--- config.mk ---
export PLATFORM = sky130hd
export DESIGN_NAME = alu_seq
export DESIGN_NICKNAME = d
export VERILOG_FILES = /design/src/rtl/alu_pkg.sv /design/src/rtl/alu_iter_muldiv.sv /design/src/rtl/alu_seq.sv
export SDC_FILE = /design/constraint.sdc
export NUM_CORES = 1
export LEC_CHECK = 0
export BUFFER_PORTS_ARGS = -buffer_cell sky130_fd_sc_hd__buf_2
export CAP_MARGIN = 5
export CORE_MARGIN = 10
export CORE_UTILIZATION = 45
export CTS_BUF_LIST = sky130_fd_sc_hd__clkbuf_16
export DETAILED_ROUTE_END_ITERATION = 8
export PLACE_DENSITY = 0.66
export SYNTH_ARGS = -nofsm -noshare
export SYNTH_HDL_FRONTEND = slang
export SYNTH_SLANG_ARGS = --single-unit
--- constraint.sdc ---
create_clock -name clock -period 7.15 [get_ports clock]
set_input_delay 0.715 -clock clock [delete_from_list [all_inputs] [get_ports clock]]
set_output_delay 0.715 -clock clock [all_outputs]
set_load 0.05 [all_outputs]
--- src/rtl/alu_pkg.sv ---
// alu_pkg: shared opcode encodings, FSM state encoding and step-counter
// sizing for the alu_seq block and its iterative multiply/divide engine.
package alu_pkg;

  localparam logic [4:0] OP_ADD = 5'd0;
  localparam logic [4:0] OP_SUB = 5'd1;
  localparam logic [4:0] OP_AND = 5'd2;
  localparam logic [4:0] OP_OR  = 5'd3;
  localparam logic [4:0] OP_SLL = 5'd4;
  localparam logic [4:0] OP_SRA = 5'd5;
  localparam logic [4:0] OP_MUL = 5'd6;
  localparam logic [4:0] OP_DIV = 5'd7;

  typedef enum logic [1:0] {
    IDLE = 2'd0,
    MUL  = 2'd1,
    DIV  = 2'd2,
    FIX  = 2'd3
  } alu_state_e;

  // Step counter must hold the value WIDTH itself (it counts WIDTH..1).
  function automatic int step_cnt_w(input int width);
    return $clog2(width + 1);
  endfunction

endpackage

--- src/rtl/alu_iter_muldiv.sv ---
// alu_iter_muldiv: iterative unsigned magnitude engine. Multiply is a
// shift-add over WIDTH steps; divide (only with ALU_SEQ_DIV_EN defined) is a
// restoring divider over WIDTH steps. Both share one 2*WIDTH accumulator:
// for multiply it ends as the full product, for divide the low half ends as
// the quotient and the high half as the remainder.
module alu_iter_muldiv
  import alu_pkg::*;
#(
  parameter int WIDTH = 32
) (
  input  logic               clock,
  input  logic               reset,
  input  logic               start,
`ifdef ALU_SEQ_DIV_EN
  input  logic               is_div,
`endif
  input  logic [WIDTH-1:0]   mag_a,
  input  logic [WIDTH-1:0]   mag_b,
  output logic [2*WIDTH-1:0] acc,
  output logic               done
);

  localparam int CNT_W = step_cnt_w(WIDTH);
  localparam logic [CNT_W-1:0] CNT_ONE  = CNT_W'(1);
  localparam logic [CNT_W-1:0] CNT_LOAD = CNT_W'(WIDTH);

  logic [WIDTH-1:0]   b_reg;
  logic [CNT_W-1:0]   cnt;
  logic               busy;
  logic [WIDTH:0]     mul_sum;
  logic [2*WIDTH-1:0] mul_next;
  logic [2*WIDTH-1:0] step_next;
`ifdef ALU_SEQ_DIV_EN
  logic               div_mode;
  logic [WIDTH:0]     div_shift;
  logic [WIDTH:0]     div_trial;
  logic [2*WIDTH-1:0] div_next;
`endif

  // Done strobes during the final step so the caller can leave its busy state on that edge.
  assign done = busy && (cnt == CNT_ONE);

  // One iteration step of whichever operation is running.
  always_comb begin
    mul_sum  = {1'b0, acc[2*WIDTH-1:WIDTH]} + (acc[0] ? {1'b0, b_reg} : '0);
    mul_next = {mul_sum, acc[WIDTH-1:1]};
`ifdef ALU_SEQ_DIV_EN
    div_shift = acc[2*WIDTH-1:WIDTH-1];
    div_trial = div_shift - {1'b0, b_reg};
    div_next  = div_trial[WIDTH] ? {div_shift[WIDTH-1:0], acc[WIDTH-2:0], 1'b0}
                                 : {div_trial[WIDTH-1:0], acc[WIDTH-2:0], 1'b1};
    step_next = div_mode ? div_next : mul_next;
`else
    step_next = mul_next;
`endif
  end

  // Load operands on start, then step once per cycle for WIDTH cycles.
  always_ff @(posedge clock or posedge reset) begin
    if (reset) begin
      acc   <= '0;
      b_reg <= '0;
      cnt   <= '0;
      busy  <= 1'b0;
`ifdef ALU_SEQ_DIV_EN
      div_mode <= 1'b0;
`endif
    end else if (start) begin
      acc   <= {{WIDTH{1'b0}}, mag_a};
      b_reg <= mag_b;
      cnt   <= CNT_LOAD;
      busy  <= 1'b1;
`ifdef ALU_SEQ_DIV_EN
      div_mode <= is_div;
`endif
    end else if (busy) begin
      acc <= step_next;
      cnt <= cnt - CNT_ONE;
      if (cnt == CNT_ONE) busy <= 1'b0;
    end
  end

endmodule

--- src/rtl/alu_seq.sv ---
// alu_seq: registered ALU with valid/ready issue handshake. Single-cycle
// add/sub/and/or/sll/sra, iterative signed multiply, and iterative signed
// divide when ALU_SEQ_DIV_EN is defined (otherwise opcode 7 is unsupported).
//
// state | meaning
// IDLE  | ready; single-cycle ops complete here, mul/div start here
// MUL   | engine running WIDTH shift-add steps
// DIV   | engine running WIDTH restoring-divide steps
// FIX   | apply result sign, register result and flags
module alu_seq
  import alu_pkg::*;
#(
  parameter  int WIDTH = 32,
  localparam int SHW   = $clog2(WIDTH)
) (
  input  logic             clock,
  input  logic             reset,
  input  logic             in_valid,
  output logic             in_ready,
  input  logic [WIDTH-1:0] operand_a,
  input  logic [WIDTH-1:0] operand_b,
  input  logic [4:0]       opcode,
  input  logic [SHW-1:0]   shamt,
  output logic             out_valid,
  output logic [WIDTH-1:0] result,
  output logic             is_not_equal,
  output logic             is_less_than,
  output logic             overflow,
  output logic             exception
);

  alu_state_e         state;
  logic               accept;
  logic [WIDTH-1:0]   sum;
  logic [WIDTH-1:0]   diff;
  logic [WIDTH-1:0]   abs_a;
  logic [WIDTH-1:0]   abs_b;
  logic               add_ovf;
  logic               sub_ovf;
  logic               cmp_ne;
  logic               cmp_lt;
  logic [WIDTH-1:0]   sc_result;
  logic               sc_ovf;
  logic               sc_exc;
  logic               iter_start;
  logic               eng_start;
  logic [2*WIDTH-1:0] eng_acc;
  logic               eng_done;
  logic               res_neg;
  logic               pend_ne;
  logic               pend_lt;
  logic [2*WIDTH-1:0] mul_signed;
  logic               mul_ovf;
`ifdef ALU_SEQ_DIV_EN
  logic               iter_div;
  logic               pend_div;
  logic [WIDTH-1:0]   div_signed;
  logic               div_ovf;
`endif

  assign in_ready = (state == IDLE);
  assign accept   = in_valid && in_ready;

  assign sum     = operand_a + operand_b;
  assign diff    = operand_a - operand_b;
  assign add_ovf = (operand_a[WIDTH-1] == operand_b[WIDTH-1]) && (sum[WIDTH-1] != operand_a[WIDTH-1]);
  assign sub_ovf = (operand_a[WIDTH-1] != operand_b[WIDTH-1]) && (diff[WIDTH-1] != operand_a[WIDTH-1]);
  assign cmp_ne  = (operand_a != operand_b);
  assign cmp_lt  = diff[WIDTH-1] ^ sub_ovf;
  // |MIN| = 2^(WIDTH-1) still fits as an unsigned WIDTH-bit magnitude.
  assign abs_a   = operand_a[WIDTH-1] ? -operand_a : operand_a;
  assign abs_b   = operand_b[WIDTH-1] ? -operand_b : operand_b;

  // Single-cycle result selection and decision whether to launch the engine.
  always_comb begin
    sc_result  = '0;
    sc_ovf     = 1'b0;
    sc_exc     = 1'b0;
    iter_start = 1'b0;
`ifdef ALU_SEQ_DIV_EN
    iter_div   = 1'b0;
`endif
    case (opcode)
      OP_ADD: begin sc_result = sum;  sc_ovf = add_ovf; end
      OP_SUB: begin sc_result = diff; sc_ovf = sub_ovf; end
      OP_AND: sc_result = operand_a & operand_b;
      OP_OR:  sc_result = operand_a | operand_b;
      OP_SLL: sc_result = operand_a << shamt;
      OP_SRA: sc_result = $signed(operand_a) >>> shamt;
      OP_MUL: iter_start = 1'b1;
`ifdef ALU_SEQ_DIV_EN
      OP_DIV: begin
        // Divide by zero completes immediately without touching the engine.
        if (operand_b == '0) begin
          sc_exc = 1'b1;
        end else begin
          iter_start = 1'b1;
          iter_div   = 1'b1;
        end
      end
`endif
      default: sc_exc = 1'b1;
    endcase
  end

  assign eng_start = accept && iter_start;

  // Sign fix-up of the engine's magnitude results.
  assign mul_signed = res_neg ? -eng_acc : eng_acc;
  assign mul_ovf    = !((&mul_signed[2*WIDTH-1:WIDTH-1]) || !(|mul_signed[2*WIDTH-1:WIDTH-1]));
`ifdef ALU_SEQ_DIV_EN
  assign div_signed = res_neg ? -eng_acc[WIDTH-1:0] : eng_acc[WIDTH-1:0];
  // A positive quotient with the MSB set only arises from MIN / -1.
  assign div_ovf    = !res_neg && eng_acc[WIDTH-1];
`endif

  alu_iter_muldiv #(.WIDTH(WIDTH)) u_engine (
    .clock (clock),
    .reset (reset),
    .start (eng_start),
`ifdef ALU_SEQ_DIV_EN
    .is_div(iter_div),
`endif
    .mag_a (abs_a),
    .mag_b (abs_b),
    .acc   (eng_acc),
    .done  (eng_done)
  );

  // Control FSM and output registers; outputs hold between out_valid pulses.
  always_ff @(posedge clock or posedge reset) begin
    if (reset) begin
      state        <= IDLE;
      out_valid    <= 1'b0;
      result       <= '0;
      is_not_equal <= 1'b0;
      is_less_than <= 1'b0;
      overflow     <= 1'b0;
      exception    <= 1'b0;
      res_neg      <= 1'b0;
      pend_ne      <= 1'b0;
      pend_lt      <= 1'b0;
`ifdef ALU_SEQ_DIV_EN
      pend_div     <= 1'b0;
`endif
    end else begin
      out_valid <= 1'b0;
      case (state)
        IDLE: begin
          if (accept) begin
            if (iter_start) begin
`ifdef ALU_SEQ_DIV_EN
              state    <= iter_div ? DIV : MUL;
              pend_div <= iter_div;
`else
              state    <= MUL;
`endif
              res_neg <= operand_a[WIDTH-1] ^ operand_b[WIDTH-1];
              pend_ne <= cmp_ne;
              pend_lt <= cmp_lt;
            end else begin
              out_valid    <= 1'b1;
              result       <= sc_result;
              overflow     <= sc_ovf;
              exception    <= sc_exc;
              is_not_equal <= cmp_ne;
              is_less_than <= cmp_lt;
            end
          end
        end
        MUL, DIV: begin
          if (eng_done) state <= FIX;
        end
        FIX: begin
          state        <= IDLE;
          out_valid    <= 1'b1;
          exception    <= 1'b0;
          is_not_equal <= pend_ne;
          is_less_than <= pend_lt;
`ifdef ALU_SEQ_DIV_EN
          if (pend_div) begin
            result   <= div_signed;
            overflow <= div_ovf;
          end else begin
            result   <= mul_signed[WIDTH-1:0];
            overflow <= mul_ovf;
          end
`else
          result   <= mul_signed[WIDTH-1:0];
          overflow <= mul_ovf;
`endif
        end
        default: state <= IDLE;
      endcase
    end
  end

endmodule

==> results.py <==
metrics = {
    "logic_synthesis": {
        "synth_edf_count": 0,
        "ys_ff_latch": 145,
        "synth-main-ff-cell": "dfrtp_1",
        "yosysUniqueCellTypes": 79,
        "syn-cell-area_um2": 19450,
        "syn-num-nets": 2808,
        "synth_warnings": 0,
        "ys_seq_area_share_pct": 18.65,
        "synthArstFlopShare_pct": 100.0,
        "syn_inst": 2577,
        "avgSynthCellArea_um2": 7.549,
    },
    "clocking": {
        "cts_tree": "done",
        "clkSinkCount": 145,
        "numCtsBuffers": 17,
        "htreeDepth": 4,
        "cts_max_path_buffers": 2,
        "clkLatencyLatePin_ns": 0.50,
        "clk_pin_slew_worst_paths_ns": 0.07,
        "ctsResizeCount": 0,
        "clockRootBuffer": "clkbuf_16",
        "cts-hold-fix-buffers": 0,
        "post_cts_buffers": 0,
    },
    "cells_and_area": {
        "fillers": 4357,
        "final_common_cell": "nor2_1",
        "final_nets": 2776,
        "final_util_pct": 48.57,
        "largest_register_ffs": 64,
        "layout_common_cells": "nor2_1 (269), nand2_1 (252), o21ai_0 (225)",
        "multi_input_area_um2": 14600,
        "syn2layout_area_growth_pct": 7.075,
        "antenna_cells": 0,
        "regArea_um2": 3633,
        "layout-drive-gt1-share_pct": 10.28,
    },
    "timing": {
        "setup_violations": 0,
        "period_share_pct": 68.44,
        "hold_viol": 0,
        "tightest_slew_ns": 1.112,
        "setup_ws_ns": 2.256,
        "fin_crit_ns": 4.894,
        "slew_headroom_pct": 25.23,
        "clock_skew_ns": 0.01419,
        "grt_setup_unrepaired": "false",
        "drv_slew": 0,
        "setup-tns-final_ns": 0,
        "fmax_mhz": 204.3,
    },
    "drt": {
        "first_iter_violations": 2654,
        "wirelength_um": 88780,
        "vias": 20820,
        "routedWlPerCell_um": 28.25,
        "vias_per_cell": 6.623,
        "dr.pass1.iters": 6,
        "remaining_drc_errors": 0,
        "ant_nets": 0,
    },
    "grt": {
        "first_global_vias": 19570,
        "grt_pass1_wl_um": 130700,
        "grt_max_degree": 96,
        "track_usage_pct": 32.94,
        "antenna_found_initial": 6,
        "grt_overflow_total": 0,
    },
    "die": {
        "core_um2": 42890,
        "start_util_pct": 45.36,
        "die_x_um": 227.9,
        "die_h_um": 227.9,
        "io-pin-count": 115,
        "die-area_um2": 51950,
        "fp-row-count": 76,
    },
    "critical_path": {
        "crit_type": "primary input to flip-flop",
        "path_cells": "buf_2 > inv_1 > ha_1 > nor4_1 > and4_1 > a41oi_1 > nand4_1 > a31oi_1 > o311a_1 > o221ai_1 > a21oi_1 > o21bai_1 > fa_1 > a21oi_1 > o221ai_1 > nor4_1 > a31oi_1 > o22a_1",
        "cp_max_fo": 14,
        "start_kind": "primary input",
        "end_kind": "flip-flop",
        "cpMaxStageDelayCell": "nor4_1",
        "crit_required_ns": 7.53,
        "path_buf_inv": 2,
        "crit_family": "compound AO/OA/AOI/OAI gates",
        "arrival_ns": 5.28,
        "critical_path.max_stage_delay_ns": 0.53,
    },
    "power_and_ir_drop": {
        "p_per_area_nw_per_um2": 128.3,
        "total_power_mw": 2.673,
        "p_leak_nw": 9.512,
        "vdd.ir_drop.worst_mv": 0.1101,
    },
    "place": {
        "place_congestion": 1.044,
        "port_buffers": 114,
        "post-dp-hpwl_um": 69270,
        "place_ws_ns": 1.923,
    },
    "job": {
        "max_cap_violations": 0,
    },
    "hold_path": {
        "min_path_type": "primary input to async pin",
    },
    "status": {
        "status": "completed",
    },
}
-- cell families (layout without fill, tap and decap cells) --
kind of cell	after synthesis	after routing	synth area share, %
AOI/OAI and AO/OA	782	782	25.75
muxes	172	172	11.63
DFF	145	145	18.65
buffers and inverters	326	307	6.412
and+or+nand+nor	838	838	20.30
adders and majority gates	154	154	10.06
xor gates and xnor gates	160	160	7.203
-- worst register-to-register path, cell delays in order (launching register included) --
cell and delay, ns:
dfrtp_1 0.36, buf_4 0.23, nor3_1 0.55, nand4_1 0.76
nor4_4 0.65, a31o_2 0.24, xor2_1 0.06, or4_1 0.48
or4_1 0.41, o31ai_1 0.47, o31ai_1 0.14
-- Yosys cell counts, drive strengths merged (49+ instances only) --
cell / number / area share (%)
nor2: 269 / 5.2
nand2: 252 / 4.9
o21ai: 226 / 5.8
a21oi: 181 / 4.7
clkbuf: 154 / 3.0
ha: 150 / 9.6
dfrtp: 145 / 19
inv: 132 / 2.5
xnor2: 125 / 5.6
mux2i: 109 / 5.6
nor3: 49 / 1.3
o31ai: 49 / 1.9
-- metal layers --
metal  part of all wire (%)  global-route usage (%)  up-vias
met5                  0.026                       0        -
met4                    5.4                   16.81        4
met3                     11                   9.804      233
met2                     43                   50.06     1185
met1                     40                   41.71    10090
li1                       -                       -     9305
-- cell type report --
| cell class | count | area share, % |
|---|---|---|
| multi-input cells | 2106 | 70.09 |
| flip-flops and latches | 145 | 17.44 |
| repair buffers | 142 | 3.784 |
| well taps | 585 | 3.514 |
| inverters | 133 | 2.421 |
| clock buffers | 17 | 2.042 |
| clock inverters | 15 | 0.7028 |
-- where the power goes --
part	total (mW)	internal (mW)	switching (mW)
clock	0.926	0.488	0.438
sequential	0.838	0.827	0.0108
combinational	0.910	0.283	0.627
total	2.67	1.60	1.08
-- path summary, 6_finish.rpt --
path,start,cells after the start,slack (ns),endpoint
min in group clock,u_engine.b_reg[4]$_DFFE_PP0P_,2,0.48,u_engine.b_reg[4]$_DFFE_PP0P_
worst max-delay path,operand_a[10],18,2.26,result[31]$_DFFE_PP0P_
worst max register to register,u_engine.acc[0]$_DFFE_PP0P_,10,2.67,overflow$_DFFE_PP0P_
worst min-delay path,reset,2,0.38,u_engine.cnt[4]$_DFFE_PP0P_
worst min register to register,u_engine.b_reg[4]$_DFFE_PP0P_,2,0.48,u_engine.b_reg[4]$_DFFE_PP0P_
max in group asynchronous,reset,3,5.34,res_neg$_DFFE_PP0P_
-- through the flow --
step | hold slack [ns] | cells | area [µm²]
after floorplan | 0.4418 | 2577 | 19450
after global placement | 0.4565 | 3110 | 20250
after detailed placement | 0.4656 | 3110 | 20250
after CTS | 0.4433 | 3142 | 20820
after global routing | 0.4580 | 3143 | 20830
final | 0.3848 | 3143 | 20830
Note: power is estimated with default switching activity, not from simulation.
